### src/rtl/alu_pkg.sv
// Shared definitions for the UART-driven ALU front end: widths, opcodes, error codes
// and the frame FSM encoding. The ALU itself decodes the same opcode constants.
package alu_pkg;

  localparam int NB_DATA_DEF = 8;
  localparam int NB_OP_DEF   = 6;

  localparam logic [5:0] OP_ADD = 6'b100000;
  localparam logic [5:0] OP_SUB = 6'b100010;
  localparam logic [5:0] OP_AND = 6'b100100;
  localparam logic [5:0] OP_OR  = 6'b100101;
  localparam logic [5:0] OP_XOR = 6'b100110;
  localparam logic [5:0] OP_NOR = 6'b100111;
  localparam logic [5:0] OP_SRA = 6'b000011;
  localparam logic [5:0] OP_SRL = 6'b000010;

  localparam logic [1:0] ERR_OPCODE  = 2'b01;
  localparam logic [1:0] ERR_TIMEOUT = 2'b10;
  localparam logic [1:0] ERR_OVERRUN = 2'b11;

  typedef enum logic [2:0] {
    ST_IDLE,
    ST_WAIT_B,
    ST_WAIT_OP,
    ST_EXEC,
    ST_SEND,
    ST_WAIT_TX
  } state_e;

  function automatic logic is_valid_op(input logic [5:0] op);
    case (op)
      OP_ADD, OP_SUB, OP_AND, OP_OR, OP_XOR, OP_NOR, OP_SRA, OP_SRL: return 1'b1;
      default: return 1'b0;
    endcase
  endfunction

endpackage

### src/rtl/frame_timer.sv
// Inter-byte idle counter: counts while enabled and flags the last allowed cycle
// so the FSM can abort a stalled frame.
module frame_timer #(
  parameter int TIMEOUT_CYCLES = 100000
) (
  input  logic clk_i,
  input  logic rst_ni,
  input  logic clear_i,
  input  logic enable_i,
  output logic expired_o
);

  localparam int CNT_W = $clog2(TIMEOUT_CYCLES + 1);
  localparam logic [CNT_W-1:0] LAST_CNT = CNT_W'(TIMEOUT_CYCLES - 1);

  logic [CNT_W-1:0] count_q;
  logic [CNT_W-1:0] count_d;

  always_comb begin
    count_d = count_q;
    if (clear_i) begin
      count_d = '0;
    end else if (enable_i) begin
      count_d = count_q + 1'b1;
    end
  end

  always_ff @(posedge clk_i or negedge rst_ni) begin
    if (!rst_ni) begin
      count_q <= '0;
    end else begin
      count_q <= count_d;
    end
  end

  assign expired_o = enable_i && (count_q == LAST_CNT);

endmodule

### src/rtl/alu_uart_interface.sv
// Collects A, B, OP bytes from a UART receiver, drives the ALU operands and
// returns the result to the UART transmitter, reporting malformed traffic.
module alu_uart_interface
  import alu_pkg::*;
#(
  parameter int NB_DATA        = NB_DATA_DEF,
  parameter int NB_OP          = NB_OP_DEF,
  parameter int TIMEOUT_CYCLES = 100000
) (
  input  logic               i_clock,
  input  logic               i_reset_n,
  input  logic [NB_DATA-1:0] i_rx_data,
  input  logic               i_rx_done,
  input  logic [NB_DATA-1:0] i_alu_result,
  input  logic               i_tx_done,
  output logic [NB_DATA-1:0] o_data_a,
  output logic [NB_DATA-1:0] o_data_b,
  output logic [NB_OP-1:0]   o_operation,
  output logic [NB_DATA-1:0] o_tx_data,
  output logic               o_tx_start,
  output logic               o_error,
  output logic [1:0]         o_err_code
);

  state_e state_q, state_d;

  logic [NB_DATA-1:0] dataA_q, dataB_q, txData_q;
  logic [NB_OP-1:0]   operation_q;
  logic               error_q;
  logic [1:0]         errCode_q;

  logic       opValid;
  logic [5:0] opField;
  logic       timerEn, timerClr, timerExpired;
  logic       loadA, loadB, loadOp, loadTx, txStart;
  logic       errSet;
  logic [1:0] errCode;

  // Opcode bits above the operation field must be zero for the byte to be legal
  assign opField = 6'(i_rx_data[NB_OP-1:0]);
  assign opValid = (i_rx_data[NB_DATA-1:NB_OP] == '0) && is_valid_op(opField);

  frame_timer #(
    .TIMEOUT_CYCLES(TIMEOUT_CYCLES)
  ) u_frame_timer (
    .clk_i    (i_clock),
    .rst_ni   (i_reset_n),
    .clear_i  (timerClr),
    .enable_i (timerEn),
    .expired_o(timerExpired)
  );

  always_ff @(posedge i_clock or negedge i_reset_n) begin
    if (!i_reset_n) begin
      state_q <= ST_IDLE;
    end else begin
      state_q <= state_d;
    end
  end

  always_comb begin
    state_d = state_q;
    case (state_q)
      ST_IDLE:    if (i_rx_done) state_d = ST_WAIT_B;
      ST_WAIT_B: begin
        if (i_rx_done)         state_d = ST_WAIT_OP;
        else if (timerExpired) state_d = ST_IDLE;
      end
      ST_WAIT_OP: begin
        if (i_rx_done)         state_d = opValid ? ST_EXEC : ST_IDLE;
        else if (timerExpired) state_d = ST_IDLE;
      end
      ST_EXEC:    state_d = ST_SEND;
      ST_SEND:    state_d = ST_WAIT_TX;
      ST_WAIT_TX: if (i_tx_done) state_d = ST_IDLE;
      default:    state_d = ST_IDLE;
    endcase
  end

  // A byte arriving in the same cycle as expiry wins over the timeout
  always_comb begin
    loadA    = 1'b0;
    loadB    = 1'b0;
    loadOp   = 1'b0;
    loadTx   = 1'b0;
    txStart  = 1'b0;
    errSet   = 1'b0;
    errCode  = 2'b00;
    timerEn  = 1'b0;
    case (state_q)
      ST_IDLE:  loadA = i_rx_done;
      ST_WAIT_B: begin
        timerEn = 1'b1;
        loadB   = i_rx_done;
        if (!i_rx_done && timerExpired) begin
          errSet  = 1'b1;
          errCode = ERR_TIMEOUT;
        end
      end
      ST_WAIT_OP: begin
        timerEn = 1'b1;
        loadOp  = i_rx_done && opValid;
        if (i_rx_done && !opValid) begin
          errSet  = 1'b1;
          errCode = ERR_OPCODE;
        end else if (!i_rx_done && timerExpired) begin
          errSet  = 1'b1;
          errCode = ERR_TIMEOUT;
        end
      end
      ST_EXEC, ST_SEND, ST_WAIT_TX: begin
        loadTx  = (state_q == ST_EXEC);
        txStart = (state_q == ST_SEND);
        if (i_rx_done) begin
          errSet  = 1'b1;
          errCode = ERR_OVERRUN;
        end
      end
      default: ;
    endcase
    timerClr = !timerEn || i_rx_done;
  end

  always_ff @(posedge i_clock or negedge i_reset_n) begin
    if (!i_reset_n) begin
      dataA_q     <= '0;
      dataB_q     <= '0;
      operation_q <= '0;
      txData_q    <= '0;
      error_q     <= 1'b0;
      errCode_q   <= 2'b00;
    end else begin
      if (loadA)  dataA_q     <= i_rx_data;
      if (loadB)  dataB_q     <= i_rx_data;
      if (loadOp) operation_q <= i_rx_data[NB_OP-1:0];
      if (loadTx) txData_q    <= i_alu_result;
      error_q <= errSet;
      if (errSet) errCode_q <= errCode;
    end
  end

  assign o_data_a    = dataA_q;
  assign o_data_b    = dataB_q;
  assign o_operation = operation_q;
  assign o_tx_data   = txData_q;
  assign o_tx_start  = txStart;
  assign o_error     = error_q;
  assign o_err_code  = errCode_q;

endmodule

### config.mk
export PLATFORM = sky130hd
export DESIGN_NAME = alu_uart_interface
export DESIGN_NICKNAME = d
export VERILOG_FILES = /design/src/rtl/alu_pkg.sv /design/src/rtl/frame_timer.sv /design/src/rtl/alu_uart_interface.sv
export SDC_FILE = /design/constraint.sdc
export NUM_CORES = 1
export LEC_CHECK = 0
export ABC_CLOCK_PERIOD_IN_PS = 1500
export BUFFER_PORTS_ARGS = -buffer_cell sky130_fd_sc_hd__buf_4
export CORE_MARGIN = 4
export CORE_UTILIZATION = 32
export CTS_BUF_LIST = sky130_fd_sc_hd__clkbuf_4
export CTS_CLUSTER_DIAMETER = 150
export DETAILED_ROUTE_END_ITERATION = 7
export PLACE_DENSITY = 0.53
export SYNTH_ARGS = -nofsm -noshare
export SYNTH_HDL_FRONTEND = slang
export SYNTH_SLANG_ARGS = --single-unit
### constraint.sdc
create_clock -name i_clock -period 1.5 [get_ports i_clock]
set_input_delay 0.225 -clock i_clock [delete_from_list [all_inputs] [get_ports i_clock]]
set_output_delay 0.225 -clock i_clock [all_outputs]
set_load 0.05 [all_outputs]
==> impl_metrics.sql <==
INSERT INTO impl_metrics (metric_group, metric, value, unit) VALUES
('run_status', 'outcome', 'finished with violations', ''),
('run_status', 'violations', 'negative setup slack', ''),
('yosys', 'synth_seq_area_share', '0.572', ''),
('place', 'finalWeightedCongestion', '0.798', ''),
('detailed_routing', 'drt.antenna.violating_nets', '0', ''),
('flow_run', 'max-cap-violations', '0', ''),
('layout', 'finalCoreUtilization', '0.499', ''),
('pwr', 'power.static_leakage', '1.56', 'nW'),
('worst_setup_path', 'category_of_the_worst_setup_path_launch_point', 'register', ''),
('detailed_routing', 'top_signal_layer_used', 'met4', ''),
('place', 'io_buffer_count', '53', ''),
('timing', 'max_freq', '648', 'MHz'),
('detailed_routing', 'wl_met2', '2780', 'um'),
('yosys', 'postSynth.asyncResetShare', '1.00', ''),
('yosys', 'synthesis.area_per_instance', '12.3', 'um2'),
('place', 'place_inst', '365', ''),
('cts', 'cts_made_buffers', '5', ''),
('global_routing', 'grt.overflow.total', '0', ''),
('global_routing', 'number_of_global_route_vias_before_repair', '1890', ''),
('yosys', 'postSynth.topFlopCell', 'sky130_fd_sc_hd__dfrtp_1', ''),
('pwr', 'post-layout-total-power', '6.66', 'mW'),
('min_path', 'timing.hold.worst_endpoint', 'o_tx_data[2]', ''),
('yosys', 'synthesis.area', '2320', 'um2'),
('yosys', 'post_synth_main_area_contributors', 'sky130_fd_sc_hd__dfrtp_1, sky130_fd_sc_hd__mux2_2, sky130_fd_sc_hd__xnor2_1', ''),
('detailed_routing', 'routedWlPerCell', '14.4', 'um'),
('worst_setup_path', 'timing.reg2reg.worst_path_depth', '5', ''),
('die', 'initial_utilization', '0.336', ''),
('yosys', 'synthDominantCellAreaShare', '0.572', ''),
('timing', 'finalSetupViolations', '4', ''),
('cts', 'clock_sink_count', '53', ''),
('timing', 'fin_crit_sh', '1.03', ''),
('worst_setup_path', 'r2r_slack', '-0.04', 'ns'),
('yosys', 'synth_area_leader_cell', 'sky130_fd_sc_hd__dfrtp_1', ''),
('detailed_routing', 'routed-via-count', '1831', ''),
('yosys', 'synth_cell_types', '38', ''),
('detailed_routing', 'avgViaCountPerCell', '4.76', ''),
('timing', 'drv_slew', '0', ''),
('worst_setup_path', 'timing_worst_setup_path_type', 'register to register', ''),
('yosys', 'synth_fp_nets', '210', ''),
('layout', 'final_cells', '385', ''),
('worst_setup_path', 'r2r_end', 'u_frame_timer.count_q[14]', ''),
('die', 'floorplan.rows', '30', ''),
('timing', 'rsz_0062_raised_after_global_routing', 'true', ''),
('worst_setup_path', 'critPathBufInv', '0', ''),
('cts', 'cts_tree', 'done', ''),
('min_path', 'min_delay_path_class', 'input pin to register', ''),
('timing', 'hold_viol_final', '0', ''),
('timing', 'final.hold.worst_slack', '0.0783', 'ns'),
('worst_setup_path', 'cp-end-kind', 'register', ''),
('min_path', 'holdCritStartpoint', 'i_alu_result[2]', ''),
('detailed_routing', 'drc', '0', ''),
('detailed_routing', 'wl_met3', '192', 'um'),
('cts', 'htree_num_levels', '2', ''),
('detailed_routing', 'wirelength_met1', '2470', 'um'),
('timing', 'finalWorstPathRequiredPeriod', '1.54', 'ns'),
('layout', 'nNetsFinal', '309', ''),
('global_routing', 'grt_antenna_before_repair', '0', ''),
('die', 'core-area', '6910', 'um2'),
('worst_setup_path', 'slowest_stage', 'sky130_fd_sc_hd__dfrtp_1', ''),
('timing', 'worst_pin_slew', '0.341', 'ns'),
('layout', 'drive_above_1_share', '0.564', ''),
('detailed_routing', 'wirelength', '5540', 'um'),
('timing', 'setup_slack', '-0.0422', 'ns'),
('pwr', 'power_per_cell_area', '1930', 'nW/um2'),
('timing', 'timing.clock.skew', '0.00904', 'ns'),
('die', 'die_footprint', '8680', 'um2'),
('worst_setup_path', 'reg2reg_from', 'u_frame_timer.count_q[1]', ''),
('layout', 'layout-area-overhead-vs-synth', '48.5', '%'),
('worst_setup_path', 'critical_path_cell_by_cell', 'ha_2 > and4_4 > nand4_1 > or3_1 > a21oi_2', ''),
('cts', 'worst_setup_hold_path_clk_slew', '0.15', 'ns'),
('detailed_routing', 'drt_first_pass_iters', '4', '');
-- Yosys cell counts (4+ instances only) --
master                     instances
sky130_fd_sc_hd__nand4_1           6
sky130_fd_sc_hd__nor4_1            5
sky130_fd_sc_hd__mux2_2           28
sky130_fd_sc_hd__or3_1             4
sky130_fd_sc_hd__nand3b_1          4
sky130_fd_sc_hd__nand2_1           7
sky130_fd_sc_hd__xnor2_1           9
sky130_fd_sc_hd__nand3_1           5
sky130_fd_sc_hd__nor2_1           15
sky130_fd_sc_hd__o21ai_0           4
sky130_fd_sc_hd__inv_1             6
sky130_fd_sc_hd__nor3_1            4
sky130_fd_sc_hd__dfrtp_1          53
-- power breakdown --
part | total (mW) | switching (mW) | internal, mW
sequential | 2.11 | 0.253 | 1.86
clock | 0.811 | 0.445 | 0.366
combinational | 3.73 | 2.20 | 1.53
total | 6.66 | 2.90 | 3.75
-- what timing repair did --
action,4_1_cts,5_1_grt
buffers inserted,5,5
hold endpoints to repair,19,0
pin swaps,5,16
cloned,0,1
hold buffers,1,0
resized for setup,12,28
setup endpoints to repair,5,31
-- worst reg2reg max path: stages, from the launching register on --
cell and delay [ns]:
sky130_fd_sc_hd__dfrtp_1 0.43, sky130_fd_sc_hd__ha_2 0.22, sky130_fd_sc_hd__and4_4 0.23, sky130_fd_sc_hd__nand4_1 0.14, sky130_fd_sc_hd__or3_1 0.35, sky130_fd_sc_hd__a21oi_2 0.12
-- routing by layer --
layer / up-vias / global-route usage
li1: 875 / -
met1: 915 / 0.182
met2: 32 / 0.214
met3: 9 / 0.0265
met4: 0 / 0.0476
met5: - / 0
-- layout by cell type (no fill, tap or decap), types with 2 or more instances in the layout --
cell type	instances
sky130_fd_sc_hd__nand2b_1	2
sky130_fd_sc_hd__o211ai_1	2
sky130_fd_sc_hd__mux2_2	28
sky130_fd_sc_hd__nand3_1	5
sky130_fd_sc_hd__buf_4	84
sky130_fd_sc_hd__buf_12	4
sky130_fd_sc_hd__nor4_1	3
sky130_fd_sc_hd__dfrtp_1	52
sky130_fd_sc_hd__buf_6	6
sky130_fd_sc_hd__a21oi_2	3
sky130_fd_sc_hd__nor2_2	6
sky130_fd_sc_hd__nand4_2	2
sky130_fd_sc_hd__xor2_1	3
sky130_fd_sc_hd__nand2_1	5
sky130_fd_sc_hd__nor4b_1	2
sky130_fd_sc_hd__nor3_1	2
sky130_fd_sc_hd__nor2_1	8
sky130_fd_sc_hd__nand3b_1	4
sky130_fd_sc_hd__clkbuf_4	6
sky130_fd_sc_hd__nand2_2	2
sky130_fd_sc_hd__inv_1	5
sky130_fd_sc_hd__and2_1	3
sky130_fd_sc_hd__o21ai_0	2
sky130_fd_sc_hd__xnor2_1	8
sky130_fd_sc_hd__nand4_1	6
sky130_fd_sc_hd__nor3_2	2
sky130_fd_sc_hd__o21ai_1	2
sky130_fd_sc_hd__nor4_2	2
sky130_fd_sc_hd__or3_4	4
-- cell families after synthesis --
logic type | share of synthesized area
XOR/XNOR | 0.0453
buffers and inverters | 0.0194
flip-flops | 0.572
multiplexers | 0.136
AND/OR/NAND/NOR | 0.175
adder cells (fa/ha/maj) | 0.00539
AO/OA/AOI/OAI | 0.0475
-- state kept, by name (all words and copies together) (netlist names) --
| signal | flops |
|---|---|
| u_frame_timer.count_q | 17 |
| o_data_b | 8 |
| o_operation | 6 |
| o_tx_data | 8 |
| o_err_code | 2 |
| o_data_a | 8 |
| o_error | 1 |
| state_q | 3 |
-- worst max-delay path by stage --
stage,endpoint,depth (start not counted),start,slack [ns]
floorplan,o_data_a[0],3,state_q[2],-0.01
global placement,u_frame_timer.count_q[16],6,u_frame_timer.count_q[0],-0.06
finish,u_frame_timer.count_q[14],5,u_frame_timer.count_q[1],-0.04
global route,u_frame_timer.count_q[14],5,u_frame_timer.count_q[0],-0.12
CTS,o_tx_start,3,state_q[0],-0.03
detailed placement,u_frame_timer.count_q[16],6,u_frame_timer.count_q[0],-0.07
-- final cells by class --
type	instances	area, um2
Inverter	6	25.0
Sequential cell	53	1330
Fill cell	658	3460
Timing Repair Buffer	97	828
Clock inverter	2	33.8
Multi-Input combinational cell	125	1060
Clock buffer	6	45.0
Tap cell	96	120
Note: power is estimated with default switching activity, not from simulation.
